$ cat src/rtl/elbeth_fetch_pkg.sv
// Shared definitions for the elbeth instruction-fetch stage.
package elbeth_fetch_pkg;

    // Instruction presented to decode whenever IF/ID holds nothing real.
    localparam logic [31:0] NOP_INST = 32'h0000_0013;

    // Exception code consumed by the downstream exception path.
    localparam logic [3:0] ECODE_INST_MISALIGNED = 4'd0;

    typedef enum logic [1:0] {
        S_REQ  = 2'd0,
        S_WAIT = 2'd1,
        S_DROP = 2'd2,
        S_HALT = 2'd3
    } fetch_state_e;

    // A fetch target must be word aligned.
    function automatic logic is_misaligned(input logic [31:0] addr);
        return (addr[1:0] != 2'b00);
    endfunction

endpackage

$ cat src/rtl/elbeth_if_id_reg.sv
// IF/ID pipeline register with a one-entry skid buffer and decoder field split.
module elbeth_if_id_reg
    import elbeth_fetch_pkg::*;
(
    input  logic        clk_i,
    input  logic        rst_i,
    input  logic        load_i,
    input  logic [31:0] pc_i,
    input  logic [31:0] inst_i,
    input  logic        stall_i,
    input  logic        flush_i,
    input  logic        flush_mis_i,
    input  logic [31:0] flush_pc_i,
    output logic        skid_full_o,
    output logic        valid_o,
    output logic [31:0] pc_o,
    output logic [31:0] inst_o,
    output logic        misaligned_o,
    output logic [6:0]  opcode_o,
    output logic [4:0]  inst_0_o,
    output logic [2:0]  inst_1_o,
    output logic [4:0]  inst_2_o,
    output logic [4:0]  inst_3_o,
    output logic [6:0]  inst_4_o
);

    logic        skid_v_q, skid_v_d;
    logic [31:0] skid_pc_q, skid_pc_d;
    logic [31:0] skid_inst_q, skid_inst_d;
    logic        id_v_q, id_v_d;
    logic [31:0] id_pc_q, id_pc_d;
    logic [31:0] id_inst_q, id_inst_d;
    logic        id_mis_q, id_mis_d;

    // Next-state for IF/ID and skid: flush beats stall, skid drains before fresh data.
    always_comb begin
        skid_v_d    = skid_v_q;
        skid_pc_d   = skid_pc_q;
        skid_inst_d = skid_inst_q;
        id_v_d      = id_v_q;
        id_pc_d     = id_pc_q;
        id_inst_d   = id_inst_q;
        id_mis_d    = id_mis_q;
        if (flush_i) begin
            skid_v_d = 1'b0;
            if (flush_mis_i) begin
                // Carry the faulting target to decode as a flagged NOP.
                id_v_d    = 1'b1;
                id_pc_d   = flush_pc_i;
                id_inst_d = NOP_INST;
                id_mis_d  = 1'b1;
            end else begin
                id_v_d    = 1'b0;
                id_inst_d = NOP_INST;
                id_mis_d  = 1'b0;
            end
        end else if (stall_i) begin
            if (load_i) begin
                skid_v_d    = 1'b1;
                skid_pc_d   = pc_i;
                skid_inst_d = inst_i;
            end else begin
                skid_v_d = skid_v_q;
            end
        end else if (skid_v_q) begin
            id_v_d      = 1'b1;
            id_pc_d     = skid_pc_q;
            id_inst_d   = skid_inst_q;
            id_mis_d    = 1'b0;
            skid_v_d    = load_i;
            skid_pc_d   = pc_i;
            skid_inst_d = inst_i;
        end else if (load_i) begin
            id_v_d    = 1'b1;
            id_pc_d   = pc_i;
            id_inst_d = inst_i;
            id_mis_d  = 1'b0;
        end else begin
            // Decode consumed the entry and nothing replaces it.
            id_v_d    = 1'b0;
            id_inst_d = NOP_INST;
            id_mis_d  = 1'b0;
        end
    end

    // IF/ID and skid storage.
    always_ff @(posedge clk_i or posedge rst_i) begin
        if (rst_i) begin
            skid_v_q    <= 1'b0;
            skid_pc_q   <= 32'd0;
            skid_inst_q <= NOP_INST;
            id_v_q      <= 1'b0;
            id_pc_q     <= 32'd0;
            id_inst_q   <= NOP_INST;
            id_mis_q    <= 1'b0;
        end else begin
            skid_v_q    <= skid_v_d;
            skid_pc_q   <= skid_pc_d;
            skid_inst_q <= skid_inst_d;
            id_v_q      <= id_v_d;
            id_pc_q     <= id_pc_d;
            id_inst_q   <= id_inst_d;
            id_mis_q    <= id_mis_d;
        end
    end

    assign skid_full_o  = skid_v_q;
    assign valid_o      = id_v_q;
    assign pc_o         = id_pc_q;
    assign inst_o       = id_inst_q;
    assign misaligned_o = id_mis_q;
    assign opcode_o     = id_inst_q[6:0];
    assign inst_0_o     = id_inst_q[11:7];
    assign inst_1_o     = id_inst_q[14:12];
    assign inst_2_o     = id_inst_q[19:15];
    assign inst_3_o     = id_inst_q[24:20];
    assign inst_4_o     = id_inst_q[31:25];

endmodule

$ cat src/rtl/elbeth_fetch.sv
// Instruction fetch: PC generation, single-outstanding imem handshake, redirect squash.
module elbeth_fetch
    import elbeth_fetch_pkg::*;
#(
    parameter logic [31:0] RESET_PC = 32'h0000_0200
) (
    input  logic        clk,
    input  logic        rst,
    output logic        imem_req,
    output logic [31:0] imem_addr,
    input  logic        imem_gnt,
    input  logic        imem_rvalid,
    input  logic [31:0] imem_rdata,
    input  logic        ex_branch_taken,
    input  logic [31:0] ex_pc_branch,
    input  logic        id_stall,
    output logic        id_valid,
    output logic [31:0] id_pc,
    output logic [31:0] id_instruction,
    output logic [6:0]  opcode,
    output logic [4:0]  inst_0,
    output logic [2:0]  inst_1,
    output logic [4:0]  inst_2,
    output logic [4:0]  inst_3,
    output logic [6:0]  inst_4,
    output logic        id_fetch_misaligned
);

    fetch_state_e state_q, state_d;
    logic [31:0]  pc_q, pc_d;
    logic [31:0]  req_pc_q, req_pc_d;
    logic         halt_pend_q, halt_pend_d;
    logic         req_s;
    logic         skid_full_s;
    logic         resp_load_s;
    logic         skid_stays_empty_s;
    logic         target_mis_s;

    assign target_mis_s       = is_misaligned(ex_pc_branch);
    assign resp_load_s        = imem_rvalid & (state_q == S_WAIT) & ~ex_branch_taken;
    assign skid_stays_empty_s = ~skid_full_s & ~(resp_load_s & id_stall);

    // Fetch FSM: redirect first, then grant/response handling per state.
    always_comb begin
        state_d     = state_q;
        pc_d        = pc_q;
        req_pc_d    = req_pc_q;
        halt_pend_d = halt_pend_q;
        req_s       = 1'b0;
        case (state_q)
            S_REQ: begin
                if (ex_branch_taken) begin
                    pc_d        = ex_pc_branch;
                    halt_pend_d = 1'b0;
                    state_d     = target_mis_s ? S_HALT : S_REQ;
                end else begin
                    req_s = ~skid_full_s;
                    if (req_s & imem_gnt) begin
                        req_pc_d = pc_q;
                        pc_d     = pc_q + 32'd4;
                        state_d  = S_WAIT;
                    end else begin
                        state_d = S_REQ;
                    end
                end
            end
            S_WAIT: begin
                if (ex_branch_taken) begin
                    pc_d = ex_pc_branch;
                    if (imem_rvalid) begin
                        halt_pend_d = 1'b0;
                        state_d     = target_mis_s ? S_HALT : S_REQ;
                    end else begin
                        halt_pend_d = target_mis_s;
                        state_d     = S_DROP;
                    end
                end else if (imem_rvalid) begin
                    // Back-to-back fetch only if the response will not occupy the skid.
                    req_s = skid_stays_empty_s;
                    if (req_s & imem_gnt) begin
                        req_pc_d = pc_q;
                        pc_d     = pc_q + 32'd4;
                        state_d  = S_WAIT;
                    end else begin
                        state_d = S_REQ;
                    end
                end else begin
                    state_d = S_WAIT;
                end
            end
            S_DROP: begin
                if (ex_branch_taken) begin
                    pc_d = ex_pc_branch;
                    if (imem_rvalid) begin
                        halt_pend_d = 1'b0;
                        state_d     = target_mis_s ? S_HALT : S_REQ;
                    end else begin
                        halt_pend_d = target_mis_s;
                        state_d     = S_DROP;
                    end
                end else if (imem_rvalid) begin
                    halt_pend_d = 1'b0;
                    state_d     = halt_pend_q ? S_HALT : S_REQ;
                end else begin
                    state_d = S_DROP;
                end
            end
            S_HALT: begin
                if (ex_branch_taken) begin
                    pc_d    = ex_pc_branch;
                    state_d = target_mis_s ? S_HALT : S_REQ;
                end else begin
                    state_d = S_HALT;
                end
            end
            default: begin
                state_d = S_REQ;
            end
        endcase
    end

    // FSM and PC state.
    always_ff @(posedge clk or posedge rst) begin
        if (rst) begin
            state_q     <= S_REQ;
            pc_q        <= RESET_PC;
            req_pc_q    <= 32'd0;
            halt_pend_q <= 1'b0;
        end else begin
            state_q     <= state_d;
            pc_q        <= pc_d;
            req_pc_q    <= req_pc_d;
            halt_pend_q <= halt_pend_d;
        end
    end

    assign imem_req  = req_s & ~rst;
    assign imem_addr = pc_q;

    elbeth_if_id_reg u_if_id (
        .clk_i        (clk),
        .rst_i        (rst),
        .load_i       (resp_load_s),
        .pc_i         (req_pc_q),
        .inst_i       (imem_rdata),
        .stall_i      (id_stall),
        .flush_i      (ex_branch_taken),
        .flush_mis_i  (target_mis_s),
        .flush_pc_i   (ex_pc_branch),
        .skid_full_o  (skid_full_s),
        .valid_o      (id_valid),
        .pc_o         (id_pc),
        .inst_o       (id_instruction),
        .misaligned_o (id_fetch_misaligned),
        .opcode_o     (opcode),
        .inst_0_o     (inst_0),
        .inst_1_o     (inst_1),
        .inst_2_o     (inst_2),
        .inst_3_o     (inst_3),
        .inst_4_o     (inst_4)
    );

endmodule

$ cat config.mk
export PLATFORM = sky130hd
export DESIGN_NAME = elbeth_fetch
export DESIGN_NICKNAME = d
export VERILOG_FILES = /design/src/rtl/elbeth_fetch_pkg.sv /design/src/rtl/elbeth_if_id_reg.sv /design/src/rtl/elbeth_fetch.sv
export SDC_FILE = /design/constraint.sdc
export NUM_CORES = 1
export LEC_CHECK = 0
export CAP_MARGIN = 5
export CORE_ASPECT_RATIO = 1.5
export CORE_MARGIN = 4
export CORE_UTILIZATION = 45
export DETAILED_ROUTE_END_ITERATION = 12
export GPL_ROUTABILITY_DRIVEN = 0
export GPL_TIMING_DRIVEN = 0
export PLACE_DENSITY = 0.7
export SETUP_SLACK_MARGIN = 0.1
export SYNTH_ARGS = -nofsm -noshare
export SYNTH_HDL_FRONTEND = slang
export SYNTH_HIERARCHICAL = 1
export SYNTH_SLANG_ARGS = --single-unit
$ cat constraint.sdc
create_clock -name clk -period 8.3 [get_ports clk]
set_input_delay 2.075 -clock clk [delete_from_list [all_inputs] [get_ports clk]]
set_output_delay 2.075 -clock clk [all_outputs]
set_load 0.05 [all_outputs]
-- Yosys cells after proc, flatten, opt, wreduce, memory -nomap -nowiden
Index checks and enable logic that the tools add are counted.
- add/sub/neg operators: 1
- eq/ne operators: 19
- muxes and demuxes: 60
- bitwise operators: 11
- reductions and logical operators: 12
- operator list (operator ; count):
    32-bit two-way mux ; 25
    32-bit one-hot mux with 3 select lines ; 1
    32-bit one-hot mux with 2 select lines ; 1
    32-bit by 3-bit adder with 32-bit output (second input constant) ; 1
    1-bit two-way mux ; 21
    2-bit two-way mux ; 9
    2-bit != test (second input constant) ; 7
    3-bit != test (second input constant) ; 3
    2-bit by 1-bit != test with 1-bit output (second input constant) ; 4
    2-bit one-hot mux with 4 select lines ; 1
    4-bit AND reduction ; 2
    1-bit bitwise AND ; 7
    3-bit by 2-bit != test with 1-bit output (second input constant) ; 2
    3-bit AND reduction ; 2
    6-bit AND reduction ; 1
    2-bit nonzero test ; 3
    3-bit nonzero test ; 2
    2-bit == test (second input constant) ; 2
    1-bit inverter ; 4
    1-bit one-hot mux with 3 select lines ; 1
    2-bit by 1-bit == test with 1-bit output (second input constant) ; 1
    2-bit zero test ; 1
    1-bit one-hot mux with 2 select lines ; 1
    2-bit OR reduction ; 1
- flip-flop bits (word level): 198
- bits of input ports: 70
- output and inout bits: 131
- logic and storage cells: 114

-- Longest topological paths before layout
Gate-level depths: netlist (run 1).
- depth after elaboration: 11
- mapped depth: 9
- mapped depth without buffers: 6

-- Hierarchy
The synthesis (run 1) kept the hierarchy.
- by module, submodules not included (module ; instances ; cells each ; area each (um2) ; seq. area each (um2)):
    elbeth_if_id_reg ; 1 ; 505 ; 6024.5 ; 3285.7
    elbeth_fetch ; 1 ; 367 ; 3659.8 ; 1677.9

-- Worst setup path before layout (run 1)
OpenSTA, ideal clock, no wires.
- path type: input-to-output
- start: input ex_branch_taken
- end: output imem_req
- arrival time: 4.930 ns
- required time: 6.225 ns
- path slack: 1.295 ns
- cell stages on the path: 3
- path buffers: 2
- path through: clkbuf_1 > clkbuf_1 > a2111oi_0
- cells in the longest elaborated chain, start to end: 9
- elaborated cells on any way between the ends: 10
- those cells by class: mux (4); bitwise (6)
- RTL lines (what ; RTL line ; source):
    start, declared ; elbeth_fetch.sv:14 ; input logic ex_branch_taken,
    1-bit inverter (no line) ; - ;
    1-bit bitwise AND ; elbeth_fetch.sv:40 ; assign resp_load_s = imem_rvalid & (state_q == S_WAIT) & ~ex_branch_taken;
    1-bit bitwise AND ; elbeth_fetch.sv:41 ; assign skid_stays_empty_s = ~skid_full_s & ~(resp_load_s & id_stall);
    1-bit inverter ; elbeth_fetch.sv:41 ;
    1-bit bitwise AND ; elbeth_fetch.sv:41 ;
    1-bit two-way mux ; elbeth_fetch.sv:77 ; end else if (imem_rvalid) begin
    1-bit two-way mux ; elbeth_fetch.sv:68 ; if (ex_branch_taken) begin
    1-bit one-hot mux with 2 select lines * ; elbeth_fetch.sv:50 ; case (state_q)
    1-bit bitwise AND * ; elbeth_fetch.sv:137 ; assign imem_req = req_s & ~rst;
    end, declared ; elbeth_fetch.sv:9 ; output logic imem_req,
Mark *: on every way between the ends. The rest lies on a longest branch, timed or not.

-- Final worst setup path (run 1)
Same ends and word-level chain as after synthesis.

==> qor.log, run 1 <==
[pwr] Comb pwr share 0.365
[timing] minimum clock period after layout 7.156 ns
[drt] DRC 0
[layout] leading cell type in the layout, fill and taps excluded sky130_fd_sc_hd__clkdlybuf4s50_1
[drt] post-detailed-route wirelength per cell 20.04 um
[placed_design] count of input and output buffers 200
[setup_path] CP arrival 5.08 ns
[layout] area added between synthesis and finish 30.49%
[clock_tree] clock slew seen by the registers of the worst setup and hold paths 0.07 ns
[global_routing] largest net degree at the start of global routing 88
[pwr] internal power 2.261 mW
[hold_path] hold path start u_if_id/misaligned_o$_DFFE_PP0P_
[setup_path] kind of cell with the highest combined delay on the critical path buffers and inverters
[pwr] sequential share of power 0.409
[floorplan] area of the die 23,980 um^2
[outcome] outcome complete, no violations
[yosys] XOR/XNOR Fraction of Synth Area 0.0009044
[yosys] async set-or-reset flop fraction in the synthesized netlist 1.000
[floorplan] height of the die 187.7 um
[timing] setup violation total in the final timing report 0
[setup_path] CP max FO 10
[yosys] netlist area before placement 9684 um^2
[layout] Fill cells 1,826
[global_routing] wire length of the first global-routing pass 44,050 um
[yosys] Synth Instances 872
[setup_path] Reg2Reg Launch Point imem_addr[3]$_DFFE_PP0P_
[pwr] switching part of the total 0.3792
[layout] number of antenna diodes 0
[layout] storage element area 4964 um^2
[job] max capacitance violation total 0
[yosys] share of the synthesized area in compound gates (AO/OA/AOI/OAI) 0.1266
[timing] Final Hold Viols 0
[setup_path] endpoint of the worst-slack reg-to-reg timing path imem_addr[30]$_DFFE_PP0P_
[hold_path] hold crit path type flip-flop to flip-flop
[timing] slew at the pin closest to its max-slew limit 1.220 ns
[timing] period utilization 0.8622
[timing] Max Transition Viols Final 0
[global_routing] antenna violations before repair 0
[setup_path] ordered cell list for the critical path clkdlybuf4s50_1 > clkbuf_1 > clkbuf_1 > a2111oi_0 > clkdlybuf4s50_1
[yosys] Yosys warning count 6
[yosys] post-synthesis average cell area 11.11 um^2
[pwr] Leakage 5.248 nW
[global_routing] via count of the first global-routing pass 7,992
[layout] leading cell types in the layout, fill and taps excluded sky130_fd_sc_hd__clkdlybuf4s50_1 (200), sky130_fd_sc_hd__dfrtp_1 (191), sky130_fd_sc_hd__mux2_2 (93), sky130_fd_sc_hd__nand2_1 (60), sky130_fd_sc_hd__inv_1 (48)
[clock_tree] CTS Buf Count 17
[timing] setup repair after global routing missed its margin no
[setup_path] kind of capture point of the worst setup path output port
[clock_tree] root cell of the clock tree sky130_fd_sc_hd__clkbuf_16
[setup_path] Reg2Reg Depth 5
[timing] total negative setup slack 0 ns
[setup_path] element type at the critical path start input pin
[yosys] arithmetic-cell share of the synthesized area counting full adders, half adders and majority gates 0.006460
[placed_design] Cells after DPL 1,341
[clock_tree] Clock H-tree levels 4
[setup_path] critical path's slowest cell sky130_fd_sc_hd__clkdlybuf4s50_1
[drt] antenna-violating nets left 0
[pwr] clock share of power 0.226
[pwr] VDD IR-drop max 174.4 uV
[global_routing] residual overflow from global routing 0
[yosys] Main synth FF type sky130_fd_sc_hd__dfrtp_1
[setup_path] slowest stage delay, CP 0.96 ns
[clock_tree] number of setup buffers added after CTS 0
[floorplan] Site Rows 65
[clock_tree] clock network latency to the later pin of the worst-skew pair 0.43 ns
[timing] Max-slew headroom 0.1789
[yosys] EDFF count, synth 0
[clock_tree] TritonCTS clock tree done
[drt] vias post-DR 7,752
[drt] number of design-rule violations left by the first detailed-router iteration 554
[floorplan] top-level port count 201
[hold_path] Worst Hold Path EP u_if_id/misaligned_o$_DFFE_PP0P_
[floorplan] horizontal extent of the die 127.8 um
[yosys] Synth Net Count 947
[yosys] number of different library cells in the post-synthesis netlist 60
[yosys] dominant combinational cell family by area after synthesis multiplexers
[timing] final clock skew 0.01117 ns
[yosys] simple-gate portion of the synthesized area 0.1304
[layout] total area of multi-input combinational cells 3958 um^2
[clock_tree] TritonCTS Sinks 198
[layout] post-route non-filler standard cell count 1,373
[hold_path] hold depth 1
[yosys] proportion of synthesized area in mux cells 0.1443
[floorplan] starting utilization of the core area 0.4580
[setup_path] combined buffer and inverter count along the critical path 4
[clock_tree] total of hold buffers inserted after clock tree synthesis 0
[yosys] flop and latch count out of synthesis 198
[setup_path] setup slack of the worst register-to-register path 5.41 ns
[placed_design] detailed-placement wirelength estimate 20,140 um
[drt] length of the first detailed-routing pass in iterations 5
[setup_path] worst setup path class input pin to output port
[layout] number of nets at the end of the flow 1,167
[clock_tree] Gates resized, CTS repair 0
[floorplan] area of the placeable core 21,150 um^2
[pwr] sw power 1.381 mW
[pwr] power per standard cell area 288.2 nW/um^2
[timing] final hold slack 0.4883 ns
[timing] maximum operating frequency 139.7 MHz
[yosys] part of the Yosys area used for sequential elements 0.5125
[setup_path] CP Data Required Time 6.23 ns
[layout] share of final-layout standard cells stronger than drive strength 1 0.1846
[global_routing] overall fraction of global-route tracks in use 0.2317
[clock_tree] maximum buffer depth of the clock tree 2
[drt] Total Wirelength 27,520 um
[drt] average via count per standard cell 5.646
[sequential cells by signal, indices dropped and copies added (netlist names)]
register / count
req_pc_q: 32
u_if_id/pc_o: 32
u_if_id/misaligned_o: 1
u_if_id/skid_pc_q: 32
u_if_id/skid_inst_q: 32
state_q: 2
imem_addr: 32
u_if_id/skid_full_o: 1
halt_pend_q: 1
u_if_id/valid_o: 1
u_if_id/inst_o: 32
[power groups by stage]
stage	clock network [mW]	logic, mW	registers [mW]
after floorplan	0	0.692	1.69
after global placement	0	1.31	1.49
after detailed placement	0	1.33	1.51
after CTS	0.836	1.34	1.49
after global routing	0.878	1.43	1.53
final	0.822	1.33	1.49
[synth_stat cells, drive strengths merged, types with 2 or more instances]
cell type | instances | area, um^2
dfrtp | 191 | 4780
mux2 | 93 | 1047
buf | 60 | 435.4
nand2 | 60 | 225.2
inv | 50 | 187.7
clkbuf | 36 | 140.1
nor3 | 36 | 180.2
mux2i | 35 | 350.3
a221oi | 33 | 289.0
nor2b | 33 | 206.5
o221ai | 32 | 280.3
nor2 | 21 | 78.83
o21ai | 18 | 90.09
a31oi | 14 | 87.58
nand4 | 14 | 93.84
or4 | 14 | 105.1
a21oi | 13 | 76.33
nand3 | 11 | 55.05
nor4 | 10 | 62.56
o22ai | 9 | 56.30
o31ai | 9 | 67.56
dfstp | 7 | 183.9
and4 | 6 | 52.55
a211oi | 5 | 37.54
ha | 5 | 62.56
nand2b | 5 | 31.28
a311oi | 4 | 35.03
and3 | 4 | 26.28
or2 | 4 | 27.53
a21o | 3 | 22.52
a22oi | 3 | 22.52
and2 | 3 | 18.77
nor3b | 3 | 22.52
o41ai | 3 | 26.28
or3 | 3 | 18.77
a2111oi | 2 | 17.52
a211o | 2 | 17.52
a221o | 2 | 20.02
a22o | 2 | 17.52
o2bb2ai | 2 | 17.52
o311ai | 2 | 17.52
[how the worst max path moves through the flow]
stage	from	endpoint	slack, ns	depth (start not counted)
after floorplan	ex_branch_taken	imem_req	1.30	3
after global placement	rst	u_if_id/skid_pc_q[11]$_DFFE_PP0P_	0.47	2
after detailed placement	ex_branch_taken	imem_req	1.24	5
after CTS	ex_branch_taken	imem_req	1.24	5
after global routing	ex_branch_taken	imem_req	1.08	5
final	ex_branch_taken	imem_req	1.14	5
[layout make-up]
type                    count  share of cell area
well taps                 268             0.02653
clock inverters            14             0.01119
inverters                  50             0.01545
flip-flops and latches    198              0.3928
clock buffers              18             0.03475
repair buffers            201              0.1606
multi-input cells         528              0.3132
plain buffers              96             0.04554
[routing by layer]
metal	global-route usage	part of all wire	up-vias
li1	-	-	3622
met1	0.2803	0.40	3855
met2	0.4177	0.53	234
met3	0.03819	0.044	41
met4	0.07067	0.023	0
met5	0	0	-
[logic make-up after synthesis]
family / Yosys count
simple gates: 233
flops: 198
compound gates: 161
buf+inv: 146
mux: 128
fa+ha+maj: 5
xor+xnor: 1
[through the flow]
step	setup slack, ns	utilization	power, mW	cell area [um^2]
after floorplan	1.295	-	2.387	9684
final	1.144	0.5976	3.642	12640
after global routing	1.085	0.5976	3.831	12640
after detailed placement	1.240	0.5702	2.836	12060
after CTS	1.238	0.5976	3.658	12640
after global placement	0.4714	0.5685	2.795	12020
[worst register-to-register path: stages, from the launching register on]
cell and delay (ns):
sky130_fd_sc_hd__dfrtp_1 0.55, sky130_fd_sc_hd__ha_1 0.37, sky130_fd_sc_hd__nand4_1 0.19, sky130_fd_sc_hd__nor4_1 1.06
sky130_fd_sc_hd__a211oi_1 0.17, sky130_fd_sc_hd__a2111oi_0 0.41
Note: power is estimated with default switching activity, not from simulation.
==> inputs of run 2 (changes only) <==
--- a/constraint.sdc
+++ b/constraint.sdc
@@ -3,2 +3,2 @@
 set_output_delay 2.075 -clock clk [all_outputs]
-set_load 0.05 [all_outputs]
+set_load 0.005 [all_outputs]
==> results of run 2 <==
The final DEF is identical to that of run 1. Status: complete, no violations.
Main changes from that run: setup slack after placement 1.240 ns -> 1.541 ns; setup slack after layout 1.144 ns -> 1.446 ns; total power 3.642 mW -> 3.357 mW; worst IR drop on VDD 174.4 uV -> 161.0 uV
